**config.mk**
```make
export PLATFORM = sky130hd
export DESIGN_NAME = bcd_freq_gen
export DESIGN_NICKNAME = d
export VERILOG_FILES = /design/src/rtl/bcd_freq_gen.sv
export SDC_FILE = /design/constraint.sdc
export NUM_CORES = 1
export LEC_CHECK = 0
export CAP_MARGIN = 20
export CORE_ASPECT_RATIO = 0.75
export CORE_MARGIN = 5
export CORE_UTILIZATION = 56
export CTS_CLUSTER_DIAMETER = 60
export DETAILED_ROUTE_END_ITERATION = 16
export GPL_TIMING_DRIVEN = 1
export PLACE_DENSITY_LB_ADDON = 0.25
export SLEW_MARGIN = 15
export SYNTH_ARGS = -nofsm -noshare
export SYNTH_HDL_FRONTEND = slang
export SYNTH_SLANG_ARGS = --single-unit
```
**constraint.sdc**
```tcl
create_clock -name clk -period 3.3 [get_ports clk]
set_input_delay 0.825 -clock clk [delete_from_list [all_inputs] [get_ports clk]]
set_output_delay 0.825 -clock clk [all_outputs]
set_load 0.005 [all_outputs]
```
**src/rtl/bcd_freq_gen.sv**
```systemverilog
// bcd_freq_gen -- programmable square-wave generator.
//
// Takes a target frequency in Hz as packed BCD digits (MS digit in the top
// nibble), converts it to binary, divides CLK_HZ by twice that value to get
// the half-period in clock cycles, and toggles fout at that rate.
//
// Ports:
//   clk       system clock running at CLK_HZ
//   res_n     asynchronous active-low reset
//   bcd_in    target frequency, packed BCD, DIGITS digits
//   load      1-cycle strobe: sample bcd_in and start reprogramming
//   en        output enable; 0 forces fout=0 and clears the period counter
//   busy      conversion/division in progress
//   done      1-cycle pulse: new setting applied
//   err       last load rejected (sticky until the next applied setting)
//   freq_bin  binary value of the active frequency setting
//   fout      generated square wave
module bcd_freq_gen #(
   parameter int unsigned CLK_HZ = 40_000_000,
   parameter int unsigned DIGITS = 8,
   parameter int unsigned DIV_W  = 32
) (
   input  logic                  clk,
   input  logic                  res_n,
   input  logic [4*DIGITS-1:0]   bcd_in,
   input  logic                  load,
   input  logic                  en,
   output logic                  busy,
   output logic                  done,
   output logic                  err,
   output logic [26:0]           freq_bin,
   output logic                  fout
);

   typedef enum logic [2:0] {
      S_IDLE,
      S_CONV,
      S_CHECK,
      S_DIV,
      S_APPLY
   } state_t;

   localparam int unsigned       STEP_W    = $clog2(DIV_W + DIGITS + 1);
   localparam logic [DIV_W-1:0]  CLK_V     = DIV_W'(CLK_HZ);
   localparam logic [DIV_W-1:0]  HALF_CLK  = DIV_W'(CLK_HZ / 2);
   localparam logic [STEP_W-1:0] CONV_LAST = STEP_W'(DIGITS - 1);
   localparam logic [STEP_W-1:0] DIV_LAST  = STEP_W'(DIV_W - 1);

   state_t                state;
   state_t                state_nxt;

   logic [4*DIGITS-1:0]   shreg;
   logic [26:0]           acc;
   logic [STEP_W-1:0]     step;
   logic [DIV_W:0]        rem;
   logic [DIV_W-1:0]      quo;
   logic [DIV_W-1:0]      divisor;
   logic [DIV_W-1:0]      half_active;
   logic [DIV_W-1:0]      cnt;

   logic [3:0]            digit;
   logic                  digit_bad;
   logic [26:0]           acc_mac;
   logic                  too_big;
   logic [DIV_W+1:0]      rem_sh;
   logic [DIV_W:0]        rem_sub;
   logic                  fits;

   // ------------------------------------------------------------------
   // Datapath combinational helpers
   // ------------------------------------------------------------------
   always_comb begin
      digit     = shreg[4*DIGITS-1 -: 4];
      digit_bad = (digit > 4'd9);
      acc_mac   = (acc << 3) + (acc << 1) + 27'(digit);
      too_big   = (DIV_W'(acc) > HALF_CLK);
      // Restoring step: shift the next dividend bit into the remainder.
      // The extra top bit keeps the compare exact; after a subtraction the
      // remainder is below the divisor, so it always fits in DIV_W+1 bits.
      rem_sh    = {rem, quo[DIV_W-1]};
      fits      = (rem_sh >= (DIV_W+2)'(divisor));
      rem_sub   = rem_sh[DIV_W:0] - (DIV_W+1)'(divisor);
   end

   // ------------------------------------------------------------------
   // FSM state register
   // ------------------------------------------------------------------
   always_ff @(posedge clk or negedge res_n) begin
      if (!res_n) begin
         state <= S_IDLE;
      end else begin
         state <= state_nxt;
      end
   end

   // ------------------------------------------------------------------
   // FSM next state
   // ------------------------------------------------------------------
   always_comb begin
      state_nxt = state;
      case (state)
         S_IDLE:  if (load) state_nxt = S_CONV;
         S_CONV: begin
            if (digit_bad)              state_nxt = S_IDLE;
            else if (step == CONV_LAST) state_nxt = S_CHECK;
         end
         S_CHECK: begin
            if (too_big)         state_nxt = S_IDLE;
            else if (acc == '0)  state_nxt = S_APPLY;
            else                 state_nxt = S_DIV;
         end
         S_DIV:   if (step == DIV_LAST) state_nxt = S_APPLY;
         S_APPLY: state_nxt = S_IDLE;
         default: state_nxt = S_IDLE;
      endcase
   end

   // ------------------------------------------------------------------
   // Conversion / division datapath and status outputs
   // ------------------------------------------------------------------
   always_ff @(posedge clk or negedge res_n) begin
      if (!res_n) begin
         busy        <= 1'b0;
         done        <= 1'b0;
         err         <= 1'b0;
         freq_bin    <= '0;
         shreg       <= '0;
         acc         <= '0;
         step        <= '0;
         rem         <= '0;
         quo         <= '0;
         divisor     <= '0;
         half_active <= '0;
      end else begin
         done <= 1'b0;
         case (state)
            S_IDLE: begin
               if (load) begin
                  shreg <= bcd_in;
                  acc   <= '0;
                  step  <= '0;
                  busy  <= 1'b1;
               end
            end
            S_CONV: begin
               if (digit_bad) begin
                  err  <= 1'b1;
                  busy <= 1'b0;
               end else begin
                  acc   <= acc_mac;
                  shreg <= shreg << 4;
                  step  <= (step == CONV_LAST) ? '0 : step + STEP_W'(1);
               end
            end
            S_CHECK: begin
               if (too_big) begin
                  err  <= 1'b1;
                  busy <= 1'b0;
               end else begin
                  divisor <= DIV_W'({acc, 1'b0});
                  rem     <= '0;
                  quo     <= CLK_V;
                  step    <= '0;
               end
            end
            S_DIV: begin
               rem  <= fits ? rem_sub : rem_sh[DIV_W:0];
               quo  <= {quo[DIV_W-2:0], fits};
               step <= step + STEP_W'(1);
            end
            S_APPLY: begin
               // A zero setting skipped the divider, so quo is stale there.
               half_active <= (acc == '0) ? '0 : quo;
               freq_bin    <= acc;
               err         <= 1'b0;
               done        <= 1'b1;
               busy        <= 1'b0;
            end
            default: ;
         endcase
      end
   end

   // ------------------------------------------------------------------
   // Square-wave generator; APPLY restarts the phase
   // ------------------------------------------------------------------
   always_ff @(posedge clk or negedge res_n) begin
      if (!res_n) begin
         cnt  <= '0;
         fout <= 1'b0;
      end else if (state == S_APPLY || !en || half_active == '0) begin
         cnt  <= '0;
         fout <= 1'b0;
      end else if (cnt == half_active - DIV_W'(1)) begin
         cnt  <= '0;
         fout <= ~fout;
      end else begin
         cnt  <= cnt + DIV_W'(1);
      end
   end

endmodule

```
==> impl_results.rst <==
.. list-table::
   :header-rows: 1

   * - Metric
     - Value
   * - Run status
     - complete, but fails checks
   * - Failing checks
     - setup timing
   * - Worst relative slew slack
     - 55.82%
   * - Crit-path max FO
     - 4
   * - Final min period
     - 3.316 ns
   * - Final Routed Wirelength
     - 38.60 mm
   * - TNS Setup
     - -0.01631 ns
   * - Number of pins exceeding their max-slew limit in the final report
     - 0
   * - Share of layout cells above drive strength 1
     - 10.32%
   * - Number of enable flip-flop cells after synthesis
     - 0
   * - Count of unresolved DRC violations after routing
     - 0
   * - Average footprint of a synthesized cell
     - 8.971 um^2
   * - Buffers from clock root to sink, at most
     - 3
   * - Die area
     - 29940 um^2
   * - Worst reg2reg path depth
     - 12
   * - Layout-stage area growth over the synthesis result
     - 18.05%
   * - Max_cap viols
     - 0
   * - Cell Pwr Density
     - 1281 nW/um^2
   * - Final-report hold violation count
     - 0
   * - Vias in the first global route
     - 12170
   * - Wire length of the first global-routing pass
     - 63.94 mm
   * - Syn Nets
     - 1774
   * - Number of antenna diodes
     - 0
   * - Yosys warnings
     - 0
   * - Startpoint class of the critical path
     - flip-flop
   * - Average wire per standard cell
     - 18.22 um
   * - Final nets
     - ~1900
   * - Synthesized area
     - 14870 um^2
   * - Antenna violations before repair
     - 0
   * - Global Route Usage Sum
     - 25.90%
   * - Initial cell density of the core
     - a little under three fifths
   * - Pre-CTS worst setup slack
     - -0.1023 ns
   * - Count of H-tree levels built during CTS
     - 1
   * - Die Wd
     - 198.1 um
   * - Clock Pin Slew Worst Setup and Hold Paths
     - about 0.070 ns
   * - Post-DP HPWL
     - around 28 mm
   * - Root buf cell
     - sky130_fd_sc_hd__clkbuf_16
   * - Maximum number of pins on one net before global-route repair
     - 84
   * - Placement row count
     - 51
   * - Required time of the worst setup path
     - approximately 3.8 ns
   * - Number of register bits inferred by synthesis
     - about 260
   * - Global route overflow
     - 0
   * - Max frequency
     - 301.5 MHz
   * - Core footprint
     - 26040 um^2
   * - Instance count of the mapped netlist
     - 1657
   * - Via count normalized by instance count
     - around 6
   * - Number of search-and-repair iterations in the first detailed-routing pass
     - 5
   * - Clock network latency to the later pin of the worst-skew pair
     - 0.55 ns
   * - Clock tree from TritonCTS
     - built
   * - Class of the most critical hold timing path
     - in -> async
   * - Critical path class
     - reg -> reg
   * - Count of buffers inserted at the top-level ports
     - 66
   * - Leakage Power
     - 8.389 nW
   * - Final cell area excluding filler cells
     - 17550 um^2
   * - Unrepaired setup endpoints after global routing
     - yes
   * - Arrival @ worst endpoint
     - 3.78 ns
   * - Skew final
     - 0.01395 ns
   * - Die height
     - 151.1 um
   * - Actual transition at the worst max-transition pin
     - 0.6570 ns
   * - CTS Buf Count
     - 27
   * - VDD IR max
     - 1.530 mV
   * - Worst hold slack after final layout
     - 0.1482 ns
   * - Number of hold buffers added after cts
     - 0
   * - Placed inst area
     - 16330 um^2
   * - Sequential share of the synthesized area
     - a little over two fifths
   * - Final WS setup
     - -0.01631 ns
   * - Num Clock Sinks
     - 255
   * - Kind of end point of the critical path
     - flip-flop
   * - Setup-violating endpoint count in the final report
     - 1
   * - Post-synth top flop
     - sky130_fd_sc_hd__dfrtp_1
   * - Vias
     - 12540
   * - Gpl congestion
     - 0.9463
   * - I/O Pins
     - 67
   * - Synth cell types
     - 76
   * - Iteration-0 DRC Markers
     - 868
   * - Post-route clock period utilization
     - 100.5%
   * - Share of async-settable or async-resettable flops after synthesis
     - 100.0%
   * - Remaining number of nets flagged by the antenna check after routing
     - 0
## cells in the final DEF, fill, tap and decap left out, types with 10 or more instances in the layout
master,instances
sky130_fd_sc_hd__o21ai_0,161
sky130_fd_sc_hd__dfrtp_1,255
sky130_fd_sc_hd__nor4_1,10
sky130_fd_sc_hd__a22o_1,30
sky130_fd_sc_hd__nand4_1,17
sky130_fd_sc_hd__clkdlybuf4s50_1,65
sky130_fd_sc_hd__mux2i_1,46
sky130_fd_sc_hd__clkbuf_16,28
sky130_fd_sc_hd__a32oi_1,10
sky130_fd_sc_hd__buf_4,71
sky130_fd_sc_hd__xor2_1,56
sky130_fd_sc_hd__a21o_1,28
sky130_fd_sc_hd__nand3_1,40
sky130_fd_sc_hd__xnor2_1,53
sky130_fd_sc_hd__nor2_1,91
sky130_fd_sc_hd__ha_1,77
sky130_fd_sc_hd__inv_1,48
sky130_fd_sc_hd__a31oi_1,10
sky130_fd_sc_hd__nand2_1,321
sky130_fd_sc_hd__nand2b_1,18
sky130_fd_sc_hd__a21oi_1,55
sky130_fd_sc_hd__and3_1,17
sky130_fd_sc_hd__nor2b_1,13
sky130_fd_sc_hd__nor3_1,28
## power breakdown
group	total [mW]	switching (mW)	internal (mW)
clock	3.29	1.32	1.96
combinational	14.6	8.06	6.52
sequential	4.61	0.683	3.93
## synth_stat cells (11+ instances only)
| cell | count | area share, % |
|---|---|---|
| sky130_fd_sc_hd__nor4_1 | 15 | 0.63 |
| sky130_fd_sc_hd__a22o_1 | 30 | 1.8 |
| sky130_fd_sc_hd__ha_1 | 78 | 6.6 |
| sky130_fd_sc_hd__a21o_1 | 28 | 1.4 |
| sky130_fd_sc_hd__a21oi_1 | 56 | 1.9 |
| sky130_fd_sc_hd__nand2b_1 | 19 | 0.80 |
| sky130_fd_sc_hd__nand3_1 | 40 | 1.3 |
| sky130_fd_sc_hd__or4_1 | 11 | 0.56 |
| sky130_fd_sc_hd__inv_1 | 51 | 1.3 |
| sky130_fd_sc_hd__nor2b_1 | 13 | 0.55 |
| sky130_fd_sc_hd__o21ai_0 | 166 | 5.6 |
| sky130_fd_sc_hd__mux2i_1 | 46 | 3.1 |
| sky130_fd_sc_hd__nand4_1 | 17 | 0.72 |
| sky130_fd_sc_hd__nor3_1 | 30 | 1.0 |
| sky130_fd_sc_hd__nand2_1 | 322 | 8.1 |
| sky130_fd_sc_hd__dfrtp_1 | 255 | 43 |
| sky130_fd_sc_hd__and3_1 | 17 | 0.72 |
| sky130_fd_sc_hd__clkbuf_1 | 66 | 1.7 |
| sky130_fd_sc_hd__xor2_1 | 56 | 3.3 |
| sky130_fd_sc_hd__nor2_1 | 94 | 2.4 |
| sky130_fd_sc_hd__xnor2_1 | 53 | 3.1 |
## logic make-up (layout without fill, tap and decap cells)
| kind of cell | count (synthesis) | in the layout | share of synthesized area [%] |
|---|---|---|---|
| muxes | 49 | 49 | 3.325 |
| AOI/OAI and AO/OA | 400 | 400 | 17.15 |
| buffers and inverters | 131 | 248 | 3.543 |
| xor gates and xnor gates | 109 | 109 | 6.422 |
| DFF | 255 | 255 | 42.93 |
| adders and majority gates | 82 | 82 | 7.036 |
| and+or+nand+nor | 631 | 631 | 19.60 |
## registers in the layout, indices dropped and copies added, names as in the netlist
name and flops:
acc 27, divisor 27, step 6, rem 33
fout 1, freq_bin 27, done 1, shreg 32
busy 1, state 3, err 1, half_active 32
cnt 32, quo 32
## path summary, 6_finish.rpt
check                               start     endpoint  slack, ns
max                        half_active[1]         fout      -0.02
min                                 res_n  divisor[20]       0.15
max reg2reg                half_active[1]         fout      -0.02
min reg2reg                      shreg[3]     shreg[3]       0.47
max in group asynchronous           res_n      cnt[18]       2.25
min in group clk                 shreg[3]     shreg[3]       0.47
## cell type report
class / instances / area [um^2]
inverter: 51 / 191.4
timing repair buffer: 148 / 1431
clock inverter: 13 / 193.9
tap: 344 / 430.4
sequential: 255 / 6381
multi-input combinational: 1271 / 8150
clock buffer: 36 / 769.5
fill: 2119 / 8487
## worst max-delay path, stage by stage, from the launching register on
cell and delay (ns):
sky130_fd_sc_hd__dfrtp_1 0.40, sky130_fd_sc_hd__inv_2 0.10, sky130_fd_sc_hd__ha_4 0.14, sky130_fd_sc_hd__or3b_4 0.42, sky130_fd_sc_hd__nor2_1 0.11, sky130_fd_sc_hd__o21ai_1 0.06, sky130_fd_sc_hd__or4_1 0.52, sky130_fd_sc_hd__or4_4 0.57
sky130_fd_sc_hd__nor4_4 0.16, sky130_fd_sc_hd__o2111ai_2 0.23, sky130_fd_sc_hd__buf_4 0.19, sky130_fd_sc_hd__xor2_1 0.14, sky130_fd_sc_hd__nor3_2 0.18
## repair_timing
action | in CTS | in global routing
endpoints found under the setup margin | 33 | 44
setup buffers | 1 | 4
gates resized for setup | 9 | 29
cloned | 1 | 1
pin swaps | 5 | 19
## stage by stage
stage	instances	utilization [%]	power, mW
after floorplan	1657	-	14.55
after global placement	2062	62.74	18.30
after detailed placement	2062	62.74	18.53
after CTS	2113	66.71	22.00
after global routing	2118	67.40	24.19
final	2118	67.40	22.48
## routing by layer
layer | up-vias | share of wire (%) | global-route usage, %
met5 | - | 0 | 0
met4 | 0 | 1.4 | 3.923
met3 | 55 | 6.8 | 4.514
met2 | 368 | 42 | 38.06
met1 | 6080 | 50 | 40.98
li1 | 6032 | - | -
Note: power is estimated with default switching activity, not from simulation.
